===== config.mk =====
export PLATFORM = sky130hd
export DESIGN_NAME = mem_access_unit
export DESIGN_NICKNAME = d
export VERILOG_FILES = /design/src/rtl/mem_access_unit.sv
export SDC_FILE = /design/constraint.sdc
export NUM_CORES = 1
export LEC_CHECK = 0
export ABC_AREA = 0
export CORE_MARGIN = 4
export CORE_UTILIZATION = 40
export DETAILED_ROUTE_END_ITERATION = 8
export GPL_TIMING_DRIVEN = 0
export HOLD_SLACK_MARGIN = 0.15
export PLACE_DENSITY = 0.75
export SLEW_MARGIN = 5
export SYNTH_ARGS = -nofsm -noshare
export SYNTH_HDL_FRONTEND = slang
export SYNTH_SLANG_ARGS = --single-unit

===== constraint.sdc =====
create_clock -name clk -period 3.4 [get_ports clk]
set_input_delay 0.51 -clock clk [delete_from_list [all_inputs] [get_ports clk]]
set_output_delay 0.51 -clock clk [all_outputs]
set_load 0.02 [all_outputs]

===== src/rtl/mem_access_unit.sv =====
// Data-memory access unit: aligns stores, extracts loads and stalls the pipeline
// until the memory completes or a bus timeout forces completion.
module mem_access_unit #(
  parameter int TIMEOUT = 255
) (
  input  logic        clk,
  input  logic        reset,
  input  logic        i_mem_read,
  input  logic        i_mem_write,
  input  logic [1:0]  i_mem_size,
  input  logic        i_mem_unsigned,
  input  logic [31:0] i_addr,
  input  logic [31:0] i_write_data,
  output logic        o_dmem_req,
  output logic        o_dmem_we,
  output logic [31:0] o_dmem_addr,
  output logic [31:0] o_dmem_wdata,
  output logic [3:0]  o_dmem_be,
  input  logic        i_dmem_ready,
  input  logic [31:0] i_dmem_rdata,
  output logic        o_stall,
  output logic [31:0] o_mem_read_data,
  output logic        o_misaligned,
  output logic        o_bus_error
);

  localparam int CNT_W = (TIMEOUT < 2) ? 1 : $clog2(TIMEOUT + 1);

  typedef enum logic [1:0] {IDLE, BUSY, DONE} state_t;

  state_t           state;
  logic [CNT_W-1:0] busy_cnt;
  logic [1:0]       ld_lane;
  logic [1:0]       ld_size;
  logic             ld_unsigned;
  logic             pending;
  logic [3:0]       be_next;
  logic [31:0]      wdata_next;

  function automatic logic [31:0] load_extend(input logic [31:0] rdata,
                                              input logic [1:0]  lane,
                                              input logic [1:0]  size,
                                              input logic        uns);
    logic [7:0]  b;
    logic [15:0] h;
    case (lane)
      2'd0:    b = rdata[7:0];
      2'd1:    b = rdata[15:8];
      2'd2:    b = rdata[23:16];
      default: b = rdata[31:24];
    endcase
    h = lane[1] ? rdata[31:16] : rdata[15:0];
    case (size)
      2'b00:   return uns ? {24'b0, b} : {{24{b[7]}}, b};
      2'b01:   return uns ? {16'b0, h} : {{16{h[15]}}, h};
      default: return rdata;
    endcase
  endfunction

  always_comb begin
    o_misaligned = 1'b0;
    if (i_mem_read | i_mem_write) begin
      if (i_mem_size == 2'b01)
        o_misaligned = i_addr[0];
      else if (i_mem_size[1])
        o_misaligned = (i_addr[1:0] != 2'b00);
    end
  end

  assign pending = (i_mem_read | i_mem_write) & ~o_misaligned;
  // The pipeline is released in DONE so the next instruction enters in IDLE.
  assign o_stall = pending & (state != DONE);

  always_comb begin
    be_next    = 4'b1111;
    wdata_next = i_write_data;
    case (i_mem_size)
      2'b00: begin
        be_next    = 4'b0001 << i_addr[1:0];
        wdata_next = {4{i_write_data[7:0]}};
      end
      2'b01: begin
        be_next    = i_addr[1] ? 4'b1100 : 4'b0011;
        wdata_next = {2{i_write_data[15:0]}};
      end
      default: ;
    endcase
  end

  always_ff @(posedge clk or posedge reset) begin
    if (reset) begin
      state           <= IDLE;
      busy_cnt        <= '0;
      o_dmem_req      <= 1'b0;
      o_dmem_we       <= 1'b0;
      o_dmem_addr     <= '0;
      o_dmem_wdata    <= '0;
      o_dmem_be       <= '0;
      o_mem_read_data <= '0;
      o_bus_error     <= 1'b0;
      ld_lane         <= '0;
      ld_size         <= '0;
      ld_unsigned     <= 1'b0;
    end else begin
      case (state)
        IDLE: begin
          o_bus_error <= 1'b0;
          if (pending) begin
            o_dmem_addr  <= {i_addr[31:2], 2'b00};
            o_dmem_we    <= i_mem_write;
            o_dmem_be    <= be_next;
            o_dmem_wdata <= wdata_next;
            ld_lane      <= i_addr[1:0];
            ld_size      <= i_mem_size;
            ld_unsigned  <= i_mem_unsigned;
            o_dmem_req   <= 1'b1;
            busy_cnt     <= '0;
            state        <= BUSY;
          end
        end
        BUSY: begin
          // Ready wins over a coinciding timeout.
          if (i_dmem_ready) begin
            o_dmem_req <= 1'b0;
            state      <= DONE;
            if (!o_dmem_we)
              o_mem_read_data <= load_extend(i_dmem_rdata, ld_lane, ld_size, ld_unsigned);
          end else if (busy_cnt == CNT_W'(TIMEOUT - 1)) begin
            o_dmem_req  <= 1'b0;
            o_bus_error <= 1'b1;
            state       <= DONE;
            if (!o_dmem_we)
              o_mem_read_data <= '0;
          end else begin
            busy_cnt <= busy_cnt + CNT_W'(1);
          end
        end
        DONE: begin
          o_bus_error <= 1'b0;
          state       <= IDLE;
        end
        default: state <= IDLE;
      endcase
    end
  end

endmodule


* Yosys cells after proc, flatten, opt, wreduce, memory -nomap -nowiden
Cells that the tools add are included.
Storage, ports and cells: register bits 116, input port bits 104, word-level logic and storage cells 78
Cells by class: $add $sub $neg 1, equality and inequality tests 15, shift-type cells 1, mux-type cells 30, bitwise operators 4, reductions and logical operators 15
Operators by type and width (number):
- 2-to-1 mux 32 bit | 6
- one-hot mux 32 bit (2 select lines) | 2
- 2-to-1 mux 8 bit | 3
- one-hot mux 8 bit (3 select lines) | 1
- 2-to-1 mux 16 bit | 1
- one-hot mux 8 bit (2 select lines) | 1
- inequality test 2 bit (second input constant) | 7
- adder 8 x 1 -> 8 bit (second input constant) | 1
- == test 2 x 1 -> 1 bit (second input constant) | 4
- == test 8 bit (second input constant) | 1
- logical NOT 2 bit | 4
- 2-to-1 mux 1 bit | 8
- one-hot mux 4 bit (2 select lines) | 1
- AND reduction 4 bit | 2
- nonzero test 2 bit | 4
- 2-to-1 mux 2 bit | 3
- AND reduction 3 bit | 2
- == test 2 bit (second input constant) | 2
- 2-to-1 mux 4 bit | 1
- one-hot mux 1 bit (2 select lines) | 2
- one-hot mux 2 bit (2 select lines) | 1
- AND reduction 2 bit | 2
- left shift 1 x 2 -> 4 bit (first input constant) | 1
- inequality test 3 bit (second input constant) | 1
- other kinds (4) | 5

* Longest topological paths before layout
Gate-level depths: netlist (run 1).
word-level depth 8, mapped depth 7, mapped depth without buffers 6

* Worst setup path before layout (run 1)
Ideal clock, no wire load.
path type in2reg, start input i_mem_size[1], end register o_dmem_addr[10], setup time 125 ps, data arrival time 1872 ps, data required time 3275 ps, path slack 1403 ps, stages 6, path through clkbuf_1 -> nor2_4 -> o211ai_1 -> buf_2 -> buf_2 -> mux2_2
Between the ends: word-level cells in the longest chain between the ends 6
Ends and longest elaborated chain:
- start: declaration | RTL line 10 | input logic [1:0] i_mem_size,
- == test 2 x 1 -> 1 bit / 2-to-1 mux 1 bit (equally long branches) | RTL line 63, 65
- 2-to-1 mux 1 bit (*) | RTL line 63 | if (i_mem_size == 2'b01)
- 2-to-1 mux 1 bit (*) | RTL line 62 | if (i_mem_read | i_mem_write) begin
- inverter 1 bit (*) | RTL line 70 | assign pending = (i_mem_read | i_mem_write) & ~o_misaligned;
- AND 1 bit (*) | RTL line 70
- AND reduction 2 bit (no line) (*)
- end signal: assignment | RTL line 109 | o_dmem_addr <= {i_addr[31:2], 2'b00};
- end: declaration | RTL line 16 | output logic [31:0] o_dmem_addr,
Every way passes the cells marked *; elsewhere a longest branch is shown, timed or not. A chain may end at the register's enable or synchronous reset.

* Worst setup path in the final report (run 1)
start input i_mem_size[0], end output o_stall
Between the ends: word-level cells in the longest chain between the ends 6
Ends and longest elaborated chain:
- == test 2 x 1 -> 1 bit | RTL line 63
- 2-to-1 mux 1 bit | RTL line 63
- 2-to-1 mux 1 bit | RTL line 62
- inverter 1 bit | RTL line 70
- AND 1 bit | RTL line 70
- AND 1 bit | RTL line 72 | assign o_stall = pending & (state != DONE);
- end: declaration | RTL line 21 | output logic o_stall,
No other way between the ends.

==> summary.md, run 1 <==
| Metric | Value |
|---|---|
| Status | complete, no violations |
| Drt via density | 5.35 |
| Worst-Skew Late Latency | 410 ps |
| Finished Cell Area | 8240 um^2 |
| Hold Fails Final Rpt | 0 |
| Site Rows | 41 |
| Tot GR Track Use | 0.220 |
| Largest cells by area after synthesis | dfrtp_1 (54%), mux2_2 (12%), mux2i_1 (5.8%) |
| Clock edge transition at the registers on the reported setup and hold paths | 50 ps |
| Post-Layout Cell Count | 870 |
| Yosys top cell area share | 0.543 |
| DIE WIDTH | 124 um |
| Final Util | 0.642 |
| Worst-Margin Slew | 709 ps |
| Yosys warnings | 0 |
| CTS Buffer Depth | 2 |
| Final Critical Period | 2860 ps |
| Slew HR | 0.527 |
| Total die area | 15300 um^2 |
| Fraction of layout cells with a size suffix above 1 | 0.176 |
| Post-synth top area cell | dfrtp_1 |
| Combinational Power Share | 0.447 |
| CTS Hold Bufs | 0 |
| Final ANT Viol Nets | 0 |
| Area after DPL | 7680 um^2 |
| Chip height | 124 um |
| Total CTS buffers | 17 |
| Hold slack | 480 ps |
| Crit-path leading delay family | buffers and inverters |
| Seq cells post-synth | 116 |
| P&R area growth vs syn | 54.1% |
| Nets | 791 |
| CTS tree | built |
| Most Frequent Cell on Critical Path | clkdlybuf4s50_1 |
| CP peak stage delay | 640 ps |
| Initial antenna violation count | 0 |
| Setup-failing EPs final | 0 |
| Net switching power figure | 2.57 mW |
| DRT iter0 DRCs | 301 |
| Setup TNS | 0 ps |
| Max Freq | 349 MHz |
| Filler Cell Count | 1006 |
| Total number of vias | 4655 |
| Cell count after synthesis | 457 |
| First-pass GRT wire length | 25600 um |
| Peak supply drop | 0.465 mV |
| Cells along the critical path | clkdlybuf4s50_1, nor2_4, or2_2, nand2_1, a21oi_1, clkdlybuf4s50_1 |
| Pwr Density | 883 nW/um^2 |
| Post-CTS Repair Setup Buffers | 0 |
| Largest net degree at the start of global routing | 38 |
| Crit path capture type | primary output |
| Part of the cycle the worst path needs | 0.842 |
| Slowest cell on crit path | clkdlybuf4s50_1 |
| Ys flop type | dfrtp_1 |
| Worst min path class | flop to flop |
| Vias in the first global route | 5042 |
| Post-synthesis sequential area ratio | 0.543 |
| Post-DP HPWL | 12600 um |
| Worst EP required | 2890 ps |
| MaxCap Viol Count | 0 |
| Resize count post-CTS | 0 |
| Clk pwr share | 0.233 |
| Setup crit start kind | input port |
| CTS H-tree depth | 4 |
| DRT Pass-1 Iters | 4 |
| RSZ-0062 raised after global routing | no |
| Buf/Inv on CP | 2 |
| Clk_skew | 5.05 ps |
| Mapped cell area | 5350 um^2 |
| Final slew viol count | 0 |
| Multi-input logic area | 2250 um^2 |
| Placed Cells | 838 |
| Post-synth cell types | 48 |
| Power share of the sequential group | 0.320 |
| Drt total wl | 16300 um |
| WS Path Type | input port to primary output |
| Leak pwr | 3.51 nW |
| Diodes inserted | 0 |
| Clock net sink count | 116 |
| Final GP Congestion | 0.823 |
| Internal Pwr Total | 4.70 mW |
| EDFF count, synth | 0 |
| Register Area | 2900 um^2 |
| # port buffers | 205 |
| Routed WL per cell | 18.7 um |
| Avg Cell Area, Syn | 11.7 um^2 |
| Worst EP arrival | 2350 ps |
| Post-route DRC | 0 |
| Crit path max fanout | 10 |
| Switching Share | 0.354 |
| Total grt overflow | 0 |
| CTS Root Cell | clkbuf_16 |
| Starting Density | 0.417 |
| Core area | 12800 um^2 |
| Asr flop ratio synth | 1.00 |
| Io pins | 209 |
logic make-up (layout without fill, tap and decap cells):
| family | Yosys count | after routing | synth area share |
|---|---|---|---|
| muxes | 88 | 88 | 0.182 |
| DFF | 116 | 116 | 0.543 |
| adders and majority gates | 2 | 2 | 0.00468 |
| AOI/OAI and AO/OA | 119 | 119 | 0.149 |
| buffers and inverters | 43 | 283 | 0.0370 |
| other | 1 | 2 | 0.000702 |
| xor gates and xnor gates | 2 | 2 | 0.00328 |
| and+or+nand+nor | 86 | 86 | 0.0801 |
metrics by stage:
| step | worst slack [ps] | power (mW) |
|---|---|---|
| floorplan | 1400 | 4.00 |
| global placement | 407 | 5.52 |
| detailed placement | 492 | 5.61 |
| CTS | 496 | 7.34 |
| global route | 431 | 7.66 |
| finish | 536 | 7.28 |
path summary, 6_finish.rpt:
check	cells past startpoint	to	start	slack (ps)
setup / recovery	6	o_stall	i_mem_size[0]	540
hold / removal	2	o_dmem_wdata[19]$_DFFE_PP0P_	o_dmem_wdata[19]$_DFFE_PP0P_	480
setup reg to reg	7	o_mem_read_data[3]$_DFFE_PP0P_	busy_cnt[0]$_DFFE_PP0P_	990
hold reg to reg	2	o_dmem_wdata[19]$_DFFE_PP0P_	o_dmem_wdata[19]$_DFFE_PP0P_	480
max in group asynchronous	4	o_dmem_addr[28]$_DFFE_PP0P_	reset	2100
min in group asynchronous	2	o_mem_read_data[9]$_DFFE_PP0P_	reset	500
power by group through the flow:
stage	sequential (mW)	clock [mW]	combinational, mW
after floorplan	2.96	0	1.04
after global placement	2.31	0	3.21
after detailed placement	2.34	0	3.27
after CTS	2.33	1.72	3.29
after global routing	2.40	1.79	3.47
final	2.33	1.70	3.25
layout make-up:
cell class | instances | share of cell area
flip-flops and latches | 116 | 0.352
multi-input cells | 299 | 0.273
repair buffers | 208 | 0.256
clock buffers | 20 | 0.0542
well taps | 172 | 0.0261
plain buffers | 34 | 0.0199
clock inverters | 12 | 0.0137
inverters | 9 | 0.00456
flip-flops by register name (all words and copies together) (netlist names):
name / flops
state: 2
o_dmem_wdata: 32
o_bus_error: 1
o_dmem_we: 1
busy_cnt: 8
ld_lane: 2
o_dmem_be: 4
o_dmem_addr: 30
ld_size: 2
ld_unsigned: 1
o_dmem_req: 1
o_mem_read_data: 32
worst min-delay path, delay by kind of cell, from the launching register on:
kind / cells / cell delay [ps]
flip-flops: 1 / 340
AO/OA/AOI/OAI: 1 / 60
AND/OR/NAND/NOR: 1 / 40
metal layers:
layer  GRT usage  vias up  routed length [um]
li1            -     2125                   -
met1       0.247     2274                6270
met2       0.361      227                7780
met3       0.107       29                1900
met4      0.0865        0                 344
met5           0        -                   0
cells in the final DEF (no fill, tap or decap), types with 3 or more instances in the layout:
cell type	n
a21oi_1	26
a221o_1	7
a221o_2	10
a22o_1	7
a2bb2oi_1	7
buf_1	3
buf_12	3
buf_2	11
clkbuf_1	18
clkbuf_16	17
clkdlybuf4s50_1	205
clkinv_2	9
dfrtp_1	116
inv_1	7
mux2_2	55
mux2i_1	31
nand2_1	36
nand3_1	6
nor2_1	23
o21ai_0	40
o22ai_1	8
o2bb2ai_1	3
or2_2	3
synthesized netlist by cell type (3+ instances only):
master,number
inv_1,8
nand2_1,36
a21oi_1,26
nor2_1,23
a221o_1,7
a2bb2oi_1,7
mux2i_1,31
buf_2,11
nand3_1,6
o22ai_1,8
o2bb2ai_1,3
mux2_2,55
dfrtp_1,116
or2_2,3
a221o_2,10
o21ai_0,40
buf_1,3
a22o_1,7
clkbuf_1,16
No activity file was read; power rests on OpenSTA's default activity.
==> inputs of run 2 (changes only) <==
CORE_UTILIZATION = 42   (was 40)
PLACE_DENSITY = 0.76   (was 0.75)
clock period = 2.8 ns   (was 3.4 ns; I/O delays follow)
==> run 2 against run 1 <==
Against the previous run:
- global-route usage rose by 1.4 points
- largest cell class unchanged
- register-to-register slack got worse by 500 ps
- sequential share of layout area barely moved
- critical path type unchanged
- first-iteration DRC count increased by 4.7%
==> summary.md, run 2 (synthesis results as in run 1) <==
| Metric | Value |
|---|---|
| Status | complete, no violations |
| Total CTS buffers | 17 |
| WS Path Type | input port to primary output |
| Chip height | 121 um |
| Pwr Density | 1060 nW/um^2 |
| Setup-failing EPs final | 0 |
| CTS Hold Bufs | 0 |
| Placed Cells | 834 |
| CTS tree | built |
| Drt total wl | 16700 um |
| Crit. Startpoint | i_mem_size[0] |
| Vias in the first global route | 4923 |
| Tot GR Track Use | 0.234 |
| Finished Cell Area | 8240 um^2 |
| Nets | 797 |
| Flop-to-flop setup slack | 490 ps |
| Diodes inserted | 0 |
| # port buffers | 205 |
| DIE WIDTH | 121 um |
| Leak pwr | 3.52 nW |
| MaxCap Viol Count | 0 |
| Worst EP required | 2380 ps |
| Met1 usage | 0.281 |
| Power share of the sequential group | 0.325 |
| Worst setup path end | o_stall |
| Final Critical Period | 2560 ps |
| CTS H-tree depth | 4 |
| Resize count post-CTS | 0 |
| Clock net sink count | 116 |
| Largest net degree at the start of global routing | 38 |
| Met3 GRT Util | 0.105 |
| CTS Root Cell | clkbuf_16 |
| Max Freq | 391 MHz |
| Terminus of the critical flop-to-flop path | o_mem_read_data[1]$_DFFE_PP0P_ |
| Site Rows | 40 |
| Switching Share | 0.357 |
| Fraction of layout cells with a size suffix above 1 | 0.175 |
| Worst EP arrival | 2140 ps |
| Crit path capture type | primary output |
| Clock edge transition at the registers on the reported setup and hold paths | 50 ps |
| Hold Fails Final Rpt | 0 |
| DRT iter0 DRCs | 315 |
| Worst-Margin Slew | 707 ps |
| Final Util | 0.675 |
| Final GP Congestion | 0.855 |
| Internal Pwr Total | 5.63 mW |
| Peak supply drop | 0.613 mV |
| Part of the cycle the worst path needs | 0.914 |
| CTS Buffer Depth | 2 |
| Commonest non-fill, non-tap cell in the layout | clkdlybuf4s50_1 |
| Crit path max fanout | 9 |
| Top Registers | o_dmem_wdata (32), o_mem_read_data (32), o_dmem_addr (30) |
| Post-CTS Repair Setup Buffers | 0 |
| Total number of vias | 4645 |
| Routed WL per cell | 19.2 um |
| Worst-Skew Late Latency | 410 ps |
| Post-DP HPWL | 12700 um |
| Setup crit start kind | input port |
| P&R area growth vs syn | 54.2% |
| Cells on worst reg2reg path | 7 |
| First-pass GRT wire length | 26500 um |
| Commonest cells after routing, fill and taps aside | clkdlybuf4s50_1 (205), dfrtp_1 (116), mux2_2 (55) |
| Io pins | 209 |
| Clk pwr share | 0.222 |
| RSZ-0062 raised after global routing | no |
| Drt via density | 5.33 |
| Total grt overflow | 0 |
| Combinational Power Share | 0.454 |
| Clk_skew | 8.05 ps |
| Power, Total | 8.75 mW |
| Worst min path class | input port to async pin |
| Post-Layout Cell Count | 871 |
| Slew HR | 0.528 |
| DRT Pass-1 Iters | 4 |
| Core area | 12200 um^2 |
| Net switching power figure | 3.12 mW |
| Final slew viol count | 0 |
| Final ANT Viol Nets | 0 |
| Post-route DRC | 0 |
| Initial antenna violation count | 0 |
| Starting Density | 0.438 |
| GR met2 Demand/Resource | 0.370 |
| Reg2reg start | busy_cnt[0]$_DFFE_PP0P_ |
| Busiest grt layer | met2 |
| Area after DPL | 7670 um^2 |
| Total die area | 14600 um^2 |
[run 2: changes by cell type in the layout (fill, tap and decap cells not counted), sizes merged]
cell,change
buf,+6
bufinv,-1
clkbuf,+5
clkinv,-4
clkinvlp,-1
[run 2: metal layers]
layer  share of wire  up-vias
li1                -     2140
met1            0.40     2256
met2            0.46      222
met3            0.12       27
met4           0.021        0
met5               0        -
[run 2: power groups by stage]
stage / Clock (mW) / Sequential, mW / Combinational (mW)
2_1_floorplan: 0 / 3.60 / 1.26
3_3_place_gp: 0 / 2.81 / 3.91
3_5_place_dp: 0 / 2.85 / 3.97
4_1_cts: 1.97 / 2.84 / 4.00
5_1_grt: 2.06 / 2.93 / 4.23
6_report: 1.94 / 2.84 / 3.97
[run 2: metrics by stage]
step                hold WS [ps]  setup slack (ps)  TNS (ps)
global route                 440               115         0
floorplan                    519               893         0
finish                       403               240         0
CTS                          390              64.1         0
global placement             462              -119    -12930
detailed placement           470              62.9         0
[run 2: worst min path at each step]
stage / startpoint / to / slack [ps] / cells after the start
2_1_floorplan: busy_cnt[5]$_DFFE_PP0P_ / busy_cnt[5]$_DFFE_PP0P_ / 520 / 2
3_3_place_gp: o_dmem_wdata[17]$_DFFE_PP0P_ / o_dmem_wdata[17]$_DFFE_PP0P_ / 460 / 2
3_5_place_dp: o_dmem_wdata[11]$_DFFE_PP0P_ / o_dmem_wdata[11]$_DFFE_PP0P_ / 470 / 2
4_1_cts: reset / o_mem_read_data[17]$_DFFE_PP0P_ / 390 / 2
5_1_grt: reset / o_mem_read_data[17]$_DFFE_PP0P_ / 440 / 2
6_report: reset / o_mem_read_data[0]$_DFFE_PP0P_ / 400 / 2
[run 2: final cells by class]
type	count	area, um^2
Inverter	9	37.5
Clock buffer	25	465
Clock inverter	6	55.1
Multi-Input combinational cell	299	2250
Fill cell	962	3970
Timing Repair Buffer	214	2160
Buffer	34	164
Sequential cell	116	2900
Tap cell	168	210
[run 2: critical path, cell delays in order]
cell	delay, ps
clkdlybuf4s50_1	480
nor2_4	240
or2_2	190
nand2_1	50
a21oi_1	120
clkdlybuf4s50_1	630
==> variant, RTL diff (flow settings as in run 2) <==
Set the parameter `TIMEOUT` to 510 (it was 255).
--- a/src/rtl/mem_access_unit.sv
+++ b/src/rtl/mem_access_unit.sv
@@ -1,7 +1,7 @@
 // Data-memory access unit: aligns stores, extracts loads and stalls the pipeline
 // until the memory completes or a bus timeout forces completion.
 module mem_access_unit #(
-  parameter int TIMEOUT = 255
+  parameter int TIMEOUT = 510
 ) (
   input  logic        clk,
   input  logic        reset,
Function: no difference found for any inputs over 4 cycles, from zero or initial values and one cycle with reset high; that may be too few to reach the edited logic, so the function may still have changed.
==> variant against run 2 <==
- synthesized cell count up 21%
- routed wire length up 1.9%
- final area down 0.11%
- sequential cell count up 1
- power down 4.0%
- worst setup slack better by 0.031 ns
- area after synthesis about the same
- register-to-register slack better by 0.34 ns
- critical path type unchanged
- highest routed layer is now met5
==> variant: results (changes against run 2) <==
status=complete, no violations; Synthesis Warnings=0 (unchanged); Arrival @ worst endpoint=2.11 ns (-0.03 ns); GP Congestion=0.856 (about the same); Skew-Pair Late Insertion Delay=0.41 ns (about the same); Post-synth top flop=dfrtp_1; CP max FO=3 (-6); nets=887 (+11%); adder-cell share of the synthesized area=0.00468 (about the same); Worst R2R End=o_mem_read_data[16]; Fillers=957 (-0.52%); initial drt markers=330 (+4.8%); Static Leak=3.67 nW (+4.2%); mux share of post-synthesis cell area=0.0681 (-0.114); async set-reset flop share out of synthesis=1.00 (unchanged); vias in the first global route=5221 (+6.1%); FF-to-FF setup slack=0.83 ns (+0.34 ns); top area cells in the synthesized netlist=dfrtp_1 (55%), nand2_1 (12%), mux2i_1 (6.2%), o21ai_0 (4.6%), a221o_1 (3.0%); Peak supply drop=0.678 mV (+11%); Synth Area per Inst=9.67 sq um (-17%); GRT Total Usage=0.238 (+0.00347); Synth cell types=45 (-6.3%); skew final=0.00753 ns (-0.000527 ns); Cells after DPL=930 (+12%); sequential cell area fraction in the yosys report=0.547 (+0.00443); via-per-instance ratio=5.19 (-2.6%); first-pass GRT wire length=27.0 mm (+1.9%); hpwl dp=13.0 mm (+2.4%); Post-Layout Cell Count=962 (+10%); largest net degree at the start of global routing=39 (+2.6%); worst-margin pin slew=0.689 ns (-0.0183 ns)
[variant: cell types whose count changed after synthesis, sizes merged, moves of 5 or more]
cell / before / now
nand2b: 3 / 10
a22o: 7 / 0
or3: 2 / 9
o22ai: 8 / 1
mux2: 55 / 1
nand2: 36 / 168
o2bb2ai: 3 / 8
o21ai: 41 / 52
a2bb2oi: 7 / 1
a32o: 0 / 8
[variant: cell families (layout without fill, tap and decap cells)]
| logic type | after synthesis | count (layout) |
|---|---|---|
| AND/OR/NAND/NOR | 230 | 230 |
| AO/OA/AOI/OAI | 120 | 120 |
| flip-flops | 117 | 117 |
| buffers and inverters | 46 | 286 |
| multiplexers | 35 | 35 |
| adder cells (fa/ha/maj) | 2 | 2 |
| XOR/XNOR | 2 | 2 |
| other | 1 | 2 |
[variant: power breakdown]
| part | internal (mW) | total, mW | switching [mW] |
|---|---|---|---|
| Sequential | 2.35 | 2.76 | 0.414 |
| Clock | 1.28 | 2.02 | 0.747 |
| Combinational | 1.71 | 3.61 | 1.90 |
| Total | 5.34 | 8.40 | 3.06 |
[variant: layer usage]
layer  global-route usage  wire length (um)  vias to the layer above
met5                    0                12                        -
met4               0.0836               272                        2
met3                0.121              1980                       20
met2                0.380              8010                      223
met1                0.275              6750                     2400
li1                     -                 -                     2351
[variant: metrics by stage]
step	setup TNS [ns]	power, mW	utilization	area [sq um]	setup WS [ns]
2_1_floorplan	0	4.57	-	5360	0.953
5_1_grt	0	8.87	0.671	8230	0.178
4_1_cts	0	8.48	0.671	8230	0.249
6_report	0	8.40	0.671	8230	0.271
3_3_place_gp	-18.80	6.32	0.621	7620	-0.169
3_5_place_dp	0	6.41	0.626	7680	0.251
[variant: worst max path at each step]
stage | slack, ns | depth (start not counted) | to | startpoint
final | 0.27 | 5 | o_stall | i_mem_write
after floorplan | 0.95 | 1 | busy_cnt[0] | reset
after detailed placement | 0.25 | 5 | o_stall | i_mem_write
after global placement | -0.17 | 2 | o_dmem_wdata[18] | reset
after CTS | 0.25 | 5 | o_stall | i_mem_write
after global routing | 0.18 | 5 | o_stall | i_mem_write
[variant: critical path, stage by stage]
cell and delay [ns]:
clkdlybuf4s50_1 0.54, a2bb2oi_1 0.26, nand2_1 0.12, a21oi_1 0.14
clkdlybuf4s50_1 0.63
[variant: cell type report]
type | instances | share of cell area
well taps | 168 | 0.0255
plain buffers | 36 | 0.0228
repair buffers | 208 | 0.257
clock buffers | 22 | 0.0576
multi-input cells | 391 | 0.267
inverters | 10 | 0.00502
clock inverters | 10 | 0.00973
flip-flops and latches | 117 | 0.356
